## src/rtl/btn_conditioner.sv

```systemverilog
// -----------------------------------------------------------------------------
// btn_conditioner
//
// Per-button conditioning between raw board push-buttons and the LED counter.
// Each bit is handled independently: optional polarity inversion, two-flop
// synchroniser, debounce filter, registered press/release edge pulses and a
// hold-to-repeat pulse generator.
//
// Parameters:
//   WIDTH           number of buttons (one independent channel per bit)
//   DEBOUNCE_CYCLES consecutive stable cycles needed to accept a new level (>= 1)
//   REPEAT_DELAY    cycles from the press pulse to the first repeat pulse (>= 1)
//   REPEAT_PERIOD   cycles between subsequent repeat pulses (>= 1)
//   INVERT          1 = pads are active-low
//
// Ports:
//   clk          system clock, all logic on the rising edge
//   rst          synchronous active-high reset, clears every register
//   btn          raw asynchronous button pads
//   btn_level    debounced pressed level (1 = pressed)
//   btn_press    one-cycle pulse when btn_level first reads 1
//   btn_release  one-cycle pulse when btn_level first reads 0
//   btn_repeat   one-cycle auto-repeat pulses while btn_level stays 1
// -----------------------------------------------------------------------------
module btn_conditioner #(
    parameter int WIDTH           = 8,
    parameter int DEBOUNCE_CYCLES = 250000,
    parameter int REPEAT_DELAY    = 12500000,
    parameter int REPEAT_PERIOD   = 3125000,
    parameter int INVERT          = 0
) (
    input  logic             clk,
    input  logic             rst,
    input  logic [WIDTH-1:0] btn,
    output logic [WIDTH-1:0] btn_level,
    output logic [WIDTH-1:0] btn_press,
    output logic [WIDTH-1:0] btn_release,
    output logic [WIDTH-1:0] btn_repeat
);

    localparam int DW      = $clog2(DEBOUNCE_CYCLES + 1);
    localparam int REP_MAX = (REPEAT_DELAY > REPEAT_PERIOD) ? REPEAT_DELAY : REPEAT_PERIOD;
    localparam int HW      = $clog2(REP_MAX + 1);

    localparam logic          INV   = (INVERT != 0);
    localparam logic [DW:0]   DEB_L = DEBOUNCE_CYCLES[DW:0];
    localparam logic [HW:0]   DEL_L = REPEAT_DELAY[HW:0];
    localparam logic [HW:0]   PER_L = REPEAT_PERIOD[HW:0];

    for (genvar i = 0; i < WIDTH; i++) begin : g_bit

        logic          raw;
        logic          s1_q, s2_q;
        logic [DW-1:0] dcnt_q, dcnt_d;
        logic [DW:0]   dinc;
        logic          level_q, level_d;
        logic          press_q, press_d;
        logic          release_q, release_d;
        logic [HW-1:0] hcnt_q, hcnt_d;
        logic [HW:0]   hinc;
        logic          armed_q, armed_d;
        logic          repeat_q, repeat_d;

        assign raw = btn[i] ^ INV;

        // Debounce: count cycles where the synchronised input disagrees with
        // the accepted level; any agreement restarts the count.
        always_comb begin
            dinc      = {1'b0, dcnt_q} + {{DW{1'b0}}, 1'b1};
            dcnt_d    = '0;
            level_d   = level_q;
            press_d   = 1'b0;
            release_d = 1'b0;
            if (s2_q != level_q) begin
                if (dinc == DEB_L) begin
                    level_d   = s2_q;
                    press_d   = s2_q;
                    release_d = ~s2_q;
                end else begin
                    dcnt_d = dinc[DW-1:0];
                end
            end
        end

        // Repeat: hcnt only advances while the level is 1 now and stays 1 on
        // this edge, so it is zero at the press edge and cleared on release.
        // armed_q selects the initial delay versus the steady repeat period;
        // hcnt reloads on every repeat so it can never wrap.
        always_comb begin
            hinc     = {1'b0, hcnt_q} + {{HW{1'b0}}, 1'b1};
            hcnt_d   = '0;
            armed_d  = 1'b0;
            repeat_d = 1'b0;
            if (level_q && level_d) begin
                hcnt_d  = hinc[HW-1:0];
                armed_d = armed_q;
                if (hinc == (armed_q ? PER_L : DEL_L)) begin
                    hcnt_d   = '0;
                    armed_d  = 1'b1;
                    repeat_d = 1'b1;
                end
            end
        end

        always_ff @(posedge clk) begin
            if (rst) begin
                s1_q      <= 1'b0;
                s2_q      <= 1'b0;
                dcnt_q    <= '0;
                level_q   <= 1'b0;
                press_q   <= 1'b0;
                release_q <= 1'b0;
                hcnt_q    <= '0;
                armed_q   <= 1'b0;
                repeat_q  <= 1'b0;
            end else begin
                s1_q      <= raw;
                s2_q      <= s1_q;
                dcnt_q    <= dcnt_d;
                level_q   <= level_d;
                press_q   <= press_d;
                release_q <= release_d;
                hcnt_q    <= hcnt_d;
                armed_q   <= armed_d;
                repeat_q  <= repeat_d;
            end
        end

        assign btn_level[i]   = level_q;
        assign btn_press[i]   = press_q;
        assign btn_release[i] = release_q;
        assign btn_repeat[i]  = repeat_q;

    end : g_bit

endmodule

```

## config.mk

```make
export PLATFORM = sky130hd
export DESIGN_NAME = btn_conditioner
export DESIGN_NICKNAME = d
export VERILOG_FILES = /design/src/rtl/btn_conditioner.sv
export SDC_FILE = /design/constraint.sdc
export NUM_CORES = 1
export LEC_CHECK = 0
export ABC_AREA = 1
export BUFFER_PORTS_ARGS = -buffer_cell sky130_fd_sc_hd__clkbuf_2
export CAP_MARGIN = 20
export CORE_MARGIN = 2
export CORE_UTILIZATION = 40
export DETAILED_ROUTE_END_ITERATION = 12
export HOLD_SLACK_MARGIN = 0.1
export PLACE_DENSITY_LB_ADDON = 0.15
export SETUP_SLACK_MARGIN = 0.2
export SLEW_MARGIN = 10
export SYNTH_ARGS = -nofsm -noshare
export SYNTH_HDL_FRONTEND = slang
export SYNTH_SLANG_ARGS = --single-unit
```

## constraint.sdc

```tcl
create_clock -name clk -period 3.7 [get_ports clk]
set_input_delay 0.74 -clock clk [delete_from_list [all_inputs] [get_ports clk]]
set_output_delay 0.74 -clock clk [all_outputs]
set_load 0.02 [all_outputs]
```

==> flow_summary.json, run 1 <==
{
  "cts_max_level": 2,
  "synth_cells": 3712,
  "fill_cells": 6049,
  "synthMostInstantiatedCell": "sky130_fd_sc_hd__nand2_1",
  "detail_route.iter0.violations": 1106,
  "post_synth_num_cell_types": 35,
  "maximum_buffer_depth_of_the_clock_tree": 3,
  "synthesis.area_um2": 22600,
  "worstMarginPinSlew_ns": 0.668,
  "final_core_util_pct": 44.4,
  "final-max-slew-violation-count": 0,
  "outcome": "finished, final reports clean",
  "report.final.setup_viol": 0,
  "layout_min_cycle_time_ns": 2.62,
  "synth_enable_flop_cells": 0,
  "timing_worst_setup_path_type": "reg2reg",
  "cts_made_buffers": 48,
  "yosys.area.top_type_share_pct": 34.7,
  "dr.pass1.iters": 5,
  "wire_per_inst_um": 11.5,
  "post_cts.resized_instances": 0,
  "p_leak_nw": 9.17,
  "sequential_share_of_power_pct": 46.5,
  "core-area_um2": 56200,
  "cp_max_delay_cell": "sky130_fd_sc_hd__nand2_2",
  "cp_num_buf_inv": 0,
  "holdCritPathClass": "in2reg",
  "post_synth_main_area_contributors": "sky130_fd_sc_hd__dfxtp_1 (35%), sky130_fd_sc_hd__nand2_1 (18%), sky130_fd_sc_hd__nor2_1 (14%), sky130_fd_sc_hd__inv_1 (8.7%), sky130_fd_sc_hd__nand3_1 (6.8%)",
  "route.detailed.drc": 0,
  "ir_drop_uv": 331,
  "timing.final.hold_violations": 0,
  "power.total_w": 0.00912,
  "initial_core_util_pct": 40.3,
  "synth_sequential_area_ratio_pct": 34.7,
  "grt_first_pass_wirelength_um": 90400,
  "synth_largest_area_cell": "sky130_fd_sc_hd__dfxtp_1",
  "cts.sink_count": 392,
  "port_buffers": 41,
  "cts_root_buffer": "sky130_fd_sc_hd__clkbuf_16",
  "p_int_w": 0.00721,
  "crit_top_cell": "sky130_fd_sc_hd__nand2_1",
  "pin_count_of_the_biggest_net_entering_global_routing": 25,
  "postCtsSetupBuffers": 0,
  "gp_congestion": 0.873,
  "pin_count": 42,
  "max_clk_rate_mhz": 382,
  "p_per_area_nw_per_um2": 366,
  "syn2layout_area_growth_pct": 10.2,
  "crit_path_max_incr_delay_ns": 0.40,
  "tritoncts_clock_tree": "done",
  "route.antenna.remaining_nets": 0,
  "first_global_vias": 19235,
  "maximum_capacitance_violations": 0,
  "cp.arrival_ns": 3.07,
  "layout-drive-gt1-share_pct": 5.69,
  "synth.ff_latch_count": 392,
  "grt_setup_unrepaired": "no",
  "maxSlewHeadroom_pct": 55.4,
  "die_x_um": 242,
  "async_flop_share_pct": 0,
  "core.rowCount": 87,
  "share_of_power_burned_in_the_clock_network_pct": 52.9,
  "cp.required_ns": 4.15,
  "setup_skew_after_layout_ns": 0.0259,
  "layout.nets": 3776,
  "fin_tns_setup_ns": 0,
  "clk_pin_slew_worst_paths_ns": 0.06,
  "cp-end-kind": "flop",
  "synth_common_cells": "sky130_fd_sc_hd__nand2_1 (1090), sky130_fd_sc_hd__nor2_1 (819), sky130_fd_sc_hd__inv_1 (527)",
  "dp_hpwl_um": 40000,
  "synthesis.nets": 3746,
  "crit_family": "simple AND/OR/NAND/NOR gates",
  "syn_area_per_cell_um2": 6.10,
  "routed_wl_um": 52200,
  "power_switching_w": 0.00191,
  "viasPerCell": 4.61,
  "vias": 20922,
  "power_switching_share_pct": 21.0,
  "cts_hold_repair.buffers": 0,
  "combPwrFrac_pct": 0.6,
  "worst-path-max-fanout": 24,
  "placed_cells_incl_taps": 4448,
  "total_overflow_reported_by_the_global_router": 0,
  "post-route-period-util_pct": 70.7,
  "worstSetupStartpointType": "flop",
  "fp.dieArea_um2": 58500,
  "insertion_delay_ns": 0.60,
  "crit_path_cell_trace": "ha_1, nand2_1, nor2_2, nand2_2, nor2_1, nand2_1, nand2_1, xor2_1, nand3_1, nor2_1, nand2_1, nand2_2, nor2_1",
  "count_of_synthesis_stage_warnings_from_yosys": 0,
  "grt.total_usage_pct": 17.9,
  "dieHeight_um": 242,
  "antenna_violations_before_repair": 0,
  "stdcell_count": 4534,
  "yosys_most_used_dff": "sky130_fd_sc_hd__dfxtp_1"
}
cell usage in the layout (no fill, tap or decap), types with 4 or more instances in the layout:
cell type	count
sky130_fd_sc_hd__nand2_2	17
sky130_fd_sc_hd__and2_1	9
sky130_fd_sc_hd__o21bai_1	22
sky130_fd_sc_hd__nor2_1	819
sky130_fd_sc_hd__clkbuf_1	6
sky130_fd_sc_hd__dfxtp_1	392
sky130_fd_sc_hd__clkbuf_8	15
sky130_fd_sc_hd__inv_1	527
sky130_fd_sc_hd__xor2_1	54
sky130_fd_sc_hd__clkinv_2	8
sky130_fd_sc_hd__nand2_1	1090
sky130_fd_sc_hd__o21ai_1	7
sky130_fd_sc_hd__ha_1	24
sky130_fd_sc_hd__nor2_2	43
sky130_fd_sc_hd__nor4_1	12
sky130_fd_sc_hd__nand3_1	308
sky130_fd_sc_hd__bufinv_16	4
sky130_fd_sc_hd__a21oi_1	52
sky130_fd_sc_hd__inv_2	5
sky130_fd_sc_hd__nand3b_1	34
sky130_fd_sc_hd__xnor2_1	25
sky130_fd_sc_hd__nor3_1	34
sky130_fd_sc_hd__clkbuf_2	41
sky130_fd_sc_hd__clkbuf_16	48
sky130_fd_sc_hd__nand3_2	11
sky130_fd_sc_hd__nand4_1	96
sky130_fd_sc_hd__nor2_4	14
sky130_fd_sc_hd__o21ai_0	43
power groups by stage:
stage	registers (W)	clock network, W	logic [W]
6_report	0.00424	0.00483	0.0000502
5_1_grt	0.00424	0.00519	0.0000582
4_1_cts	0.00424	0.00501	0.0000518
3_5_place_dp	0.00433	0	0.0000516
3_3_place_gp	0.00433	0	0.0000520
2_1_floorplan	0.00433	0	0.0000338
cell type report:
| cell class | count | area [um2] | share of cell area (%) |
|---|---|---|---|
| Multi-Input combinational cell | 2725 | 12300 | 49.3 |
| Sequential cell | 392 | 7850 | 31.5 |
| Inverter | 532 | 2000 | 8.01 |
| Clock buffer | 69 | 1430 | 5.73 |
| Tap cell | 756 | 946 | 3.79 |
| Timing Repair Buffer | 43 | 220 | 0.883 |
| Clock inverter | 16 | 213 | 0.853 |
| Antenna cell | 1 | 2.50 | 0.0100 |
worst paths after layout:
kind	cells past startpoint	end	start	slack, ns
max	13	g_bit[0].hcnt_q[9]	g_bit[0].hcnt_q[0]	1.08
min reg2reg	2	g_bit[1].s2_q	g_bit[1].s1_q	0.40
max reg2reg	13	g_bit[0].hcnt_q[9]	g_bit[0].hcnt_q[0]	1.08
min	3	g_bit[0].s1_q	btn[0]	0.33
kinds of logic after synthesis:
family                     share of synthesized area [%]
AOI/OAI and AO/OA                                   3.09
xor gates and xnor gates                            3.16
and+or+nand+nor                                     46.7
adders and majority gates                           1.33
DFF                                                 34.7
buffers and inverters                               11.1
layer usage:
layer | vias to the layer above | share of wire [%] | global-route usage [%]
met5 | - | 0 | 0
met1 | 9049 | 52 | 25.3
met3 | 68 | 3.5 | 2.55
met4 | 0 | 2.1 | 4.67
li1 | 11527 | - | -
met2 | 278 | 43 | 28.7
state kept, by name, indices dropped and copies added, names as in the netlist:
signal and cells:
g_bit.armed_q 8, g_bit.dcnt_q 144, g_bit.hcnt_q 192, g_bit.level_q 8, g_bit.press_q 8, g_bit.release_q 8, g_bit.repeat_q 8, g_bit.s1_q 8
g_bit.s2_q 8
through the flow:
step	hold slack, ns	area, um2	worst slack (ns)
floorplan	0.388	22600	1.64
global placement	0.392	23300	1.06
detailed placement	0.395	23300	1.09
CTS	0.288	24900	1.07
global route	0.316	24900	0.721
finish	0.330	24900	1.08
worst min-delay path: stages:
cell and delay, ns:
sky130_fd_sc_hd__clkbuf_2 0.08, sky130_fd_sc_hd__inv_1 0.04, sky130_fd_sc_hd__nor2_1 0.03
(Power assumes the default switching activity.)
==> inputs of run 2 (changes only) <==
ABC_AREA = 0   (was 1)
clock period = 2.3 ns   (was 3.7 ns; I/O delays follow)
==> run 2 against run 1 <==
The flow now finishes with violations (negative setup slack). Final cell count down 15%. Via count down 2.0%. Sequential share of layout area down 6.8 points. Non-clock buffer count up 707. Synthesized cell count down 33%. Critical endpoint is now g_bit[6].repeat_q. Utilization up 19 points. Register-to-register slack worse by 1.6 ns. Critical path type unchanged. Sequential power up 60%. Fmax down 6.6%. Clock power up 49%. First-iteration DRC count down 13%. Area after synthesis down 8.7%.
==> flow_summary.json, run 2 <==
{
  "first_global_vias": 20198,
  "dp_hpwl_um": 38200,
  "fp.dieArea_um2": 53500,
  "final_core_util_pct": 63.8,
  "crit_path_cell_trace": "ha_4, nand4_1, or4_4, or3_4, a32o_2, or4_4, a211oi_4, buf_6, buf_6, nor2b_1",
  "timing_worst_setup_path_type": "reg2reg",
  "cp_num_buf_inv": 2,
  "worstMarginPinSlew_ns": 1.32,
  "async_flop_share_pct": 0,
  "yosys.area.top_type_share_pct": 38.0,
  "insertion_delay_ns": 0.59,
  "most_common_cell_after_layout_fill_and_taps_aside": "sky130_fd_sc_hd__buf_4",
  "count_of_synthesis_stage_warnings_from_yosys": 0,
  "routed_wl_um": 59300,
  "wire_per_inst_um": 15.4,
  "detail_route.iter0.violations": 966,
  "synth_cells": 2491,
  "cts_made_buffers": 46,
  "worstSetupStartpointType": "flop",
  "pin_count": 42,
  "worst-path-max-fanout": 5,
  "yosys_most_used_dff": "sky130_fd_sc_hd__dfxtp_1",
  "core-area_um2": 51200,
  "viasPerCell": 5.33,
  "final-max-slew-violation-count": 0,
  "grt.total_usage_pct": 21.3,
  "ir_drop_uv": 549,
  "maxSlewHeadroom_pct": 12.0,
  "synth.ff_latch_count": 392,
  "dieHeight_um": 231,
  "maximum_buffer_depth_of_the_clock_tree": 3,
  "layout_min_cycle_time_ns": 2.80,
  "syn2layout_area_growth_pct": 58.0,
  "layout-drive-gt1-share_pct": 47.2,
  "crit_family": "simple AND/OR/NAND/NOR gates",
  "cp-end-kind": "flop",
  "vias": 20508,
  "max_clk_rate_mhz": 357,
  "fill_cells": 4076,
  "power.total_w": 0.0142,
  "maximum_capacitance_violations": 0,
  "syn_area_per_cell_um2": 8.30,
  "outcome": "complete, but fails checks",
  "synthesis.area_um2": 20700,
  "cp.required_ns": 2.81,
  "dr.pass1.iters": 5,
  "gp_congestion": 0.897,
  "total_overflow_reported_by_the_global_router": 0,
  "pin_count_of_the_biggest_net_entering_global_routing": 26,
  "grt_first_pass_wirelength_um": 96400,
  "clk_pin_slew_worst_paths_ns": 0.06,
  "holdCritPathClass": "in2reg",
  "setup_skew_after_layout_ns": 0.0177,
  "post-route-period-util_pct": 122,
  "initial_core_util_pct": 40.4,
  "layout.nets": 3172,
  "largest_register_ffs": 192,
  "timing.final.hold_violations": 0,
  "synthMostInstantiatedCell": "sky130_fd_sc_hd__dfxtp_1",
  "violations": "negative setup slack",
  "core.rowCount": 83,
  "port_buffers": 41,
  "most-common-layout-cells": "sky130_fd_sc_hd__buf_4 (581), sky130_fd_sc_hd__dfxtp_1 (265), sky130_fd_sc_hd__nor2_1 (212), sky130_fd_sc_hd__xnor2_1 (154), sky130_fd_sc_hd__nand2_1 (150)",
  "report.final.setup_viol": 227,
  "synth_largest_area_cell": "sky130_fd_sc_hd__dfxtp_1",
  "crit_path_max_incr_delay_ns": 0.46,
  "cts.sink_count": 392,
  "cts_max_level": 2,
  "p_per_area_nw_per_um2": 434,
  "antenna_violations_before_repair": 0,
  "largestRegisters": "g_bit.hcnt_q: 192 flops, g_bit.dcnt_q: 144 flops",
  "finalInstanceArea_um2": 32700,
  "final.setup.worst_slack_ns": -0.503,
  "top_register": "g_bit.hcnt_q",
  "die_x_um": 231,
  "cp.arrival_ns": 3.31,
  "post_synth_main_area_contributors": "sky130_fd_sc_hd__dfxtp_1 (38%), sky130_fd_sc_hd__xnor2_1 (6.7%), sky130_fd_sc_hd__nor2_1 (6.1%), sky130_fd_sc_hd__xor2_1 (5.8%), sky130_fd_sc_hd__nand3_1 (3.4%)",
  "placed_cell_area_um2": 26600,
  "synth_enable_flop_cells": 0,
  "synthesis.nets": 2525,
  "placed_cells_incl_taps": 3621,
  "route.antenna.remaining_nets": 0,
  "synth_sequential_area_ratio_pct": 38.0,
  "antenna_cells_inserted": 0,
  "post_synth_num_cell_types": 86,
  "synth_common_cells": "sky130_fd_sc_hd__dfxtp_1 (392), sky130_fd_sc_hd__nor2_1 (337), sky130_fd_sc_hd__nand2_1 (166)",
  "stdcell_count": 3851,
  "route.detailed.drc": 0,
  "cts_root_buffer": "sky130_fd_sc_hd__clkbuf_16",
  "cp_max_delay_cell": "sky130_fd_sc_hd__or4_4",
  "tritoncts_clock_tree": "done",
  "p_leak_nw": 11.5,
  "grt_setup_unrepaired": "yes"
}
-- run 2: cell types whose count changed in the layout (fill, tap and decap cells not counted), moves of 38 or more --
cell,delta
sky130_fd_sc_hd__xor2_1,+75
sky130_fd_sc_hd__nor2_1,-607
sky130_fd_sc_hd__dfxtp_1,-127
sky130_fd_sc_hd__xnor2_1,+129
sky130_fd_sc_hd__nand3_1,-196
sky130_fd_sc_hd__nor3_2,+58
sky130_fd_sc_hd__dfxtp_2,+104
sky130_fd_sc_hd__nand2_1,-940
sky130_fd_sc_hd__inv_1,-479
sky130_fd_sc_hd__buf_6,+72
sky130_fd_sc_hd__nor4_4,+44
sky130_fd_sc_hd__buf_4,+579
sky130_fd_sc_hd__nor2_4,+38
-- run 2: final timing paths --
kind | start | end | slack, ns | depth (start not counted)
setup / recovery | g_bit[6].hcnt_q[1] | g_bit[6].repeat_q | -0.50 | 10
hold / removal | btn[0] | g_bit[0].s1_q | 0.14 | 2
setup reg to reg | g_bit[6].hcnt_q[1] | g_bit[6].repeat_q | -0.50 | 10
hold reg to reg | g_bit[3].s1_q | g_bit[3].s2_q | 0.43 | 1
-- run 2: report_power, final --
part	switching, W	internal, W
Clock	0.00300	0.00419
Combinational	0.0000929	0.0000814
Sequential	0.0000205	0.00678
-- run 2: final cells by class --
type	count	area, um2	area share, %
multi-input combinational	1897	15500	47.5
sequential	392	8060	24.7
timing repair buffer	750	6550	20.1
clock buffer	64	1340	4.11
tap	680	851	2.61
inverter	51	191	0.586
clock inverter	17	155	0.475
-- run 2: per-layer routing --
metal	vias up	track usage, %	share of wire, %
li1	10205	-	-
met1	9824	27.0	45
met2	370	36.5	49
met3	109	3.43	3.6
met4	0	7.26	2.7
met5	-	0	0
-- run 2: timing repair --
action                                  CTS  global route
endpoints found under the setup margin  368           373
cloned                                   29             1
resized for setup                       391           308
endpoints found under the hold margin     6             0
hold buffers                              6             0
setup buffers                            80            33
pin swaps                               137           105
-- run 2: logic make-up (layout without fill, tap and decap cells) --
family / Yosys count / after routing / synth area share (%)
adder cells (fa/ha/maj): 24 / 24 / 1.45
flip-flops: 392 / 392 / 38.0
buffers and inverters: 205 / 882 / 4.66
AO/OA/AOI/OAI: 257 / 257 / 8.98
AND/OR/NAND/NOR: 1291 / 1294 / 33.1
XOR/XNOR: 295 / 295 / 12.5
multiplexers: 27 / 27 / 1.33
-- run 2: worst register-to-register path: cells and delay by family, from the launching register on --
| family | cells | cell delay (ns) |
|---|---|---|
| flip-flops | 1 | 0.35 |
| AO/OA/AOI/OAI | 2 | 0.48 |
| buffers and inverters | 2 | 0.29 |
| adder cells (fa/ha/maj) | 1 | 0.15 |
| AND/OR/NAND/NOR | 5 | 1.46 |
-- run 2: stage by stage --
stage | worst slack, ns | TNS, ns | hold slack, ns
CTS | -0.458 | -39.16 | 0.104
global route | -0.595 | -75.83 | 0.115
detailed placement | -0.537 | -47.17 | 0.423
floorplan | -0.491 | -33.61 | 0.413
global placement | -0.494 | -41.39 | 0.415
finish | -0.503 | -49.11 | 0.136
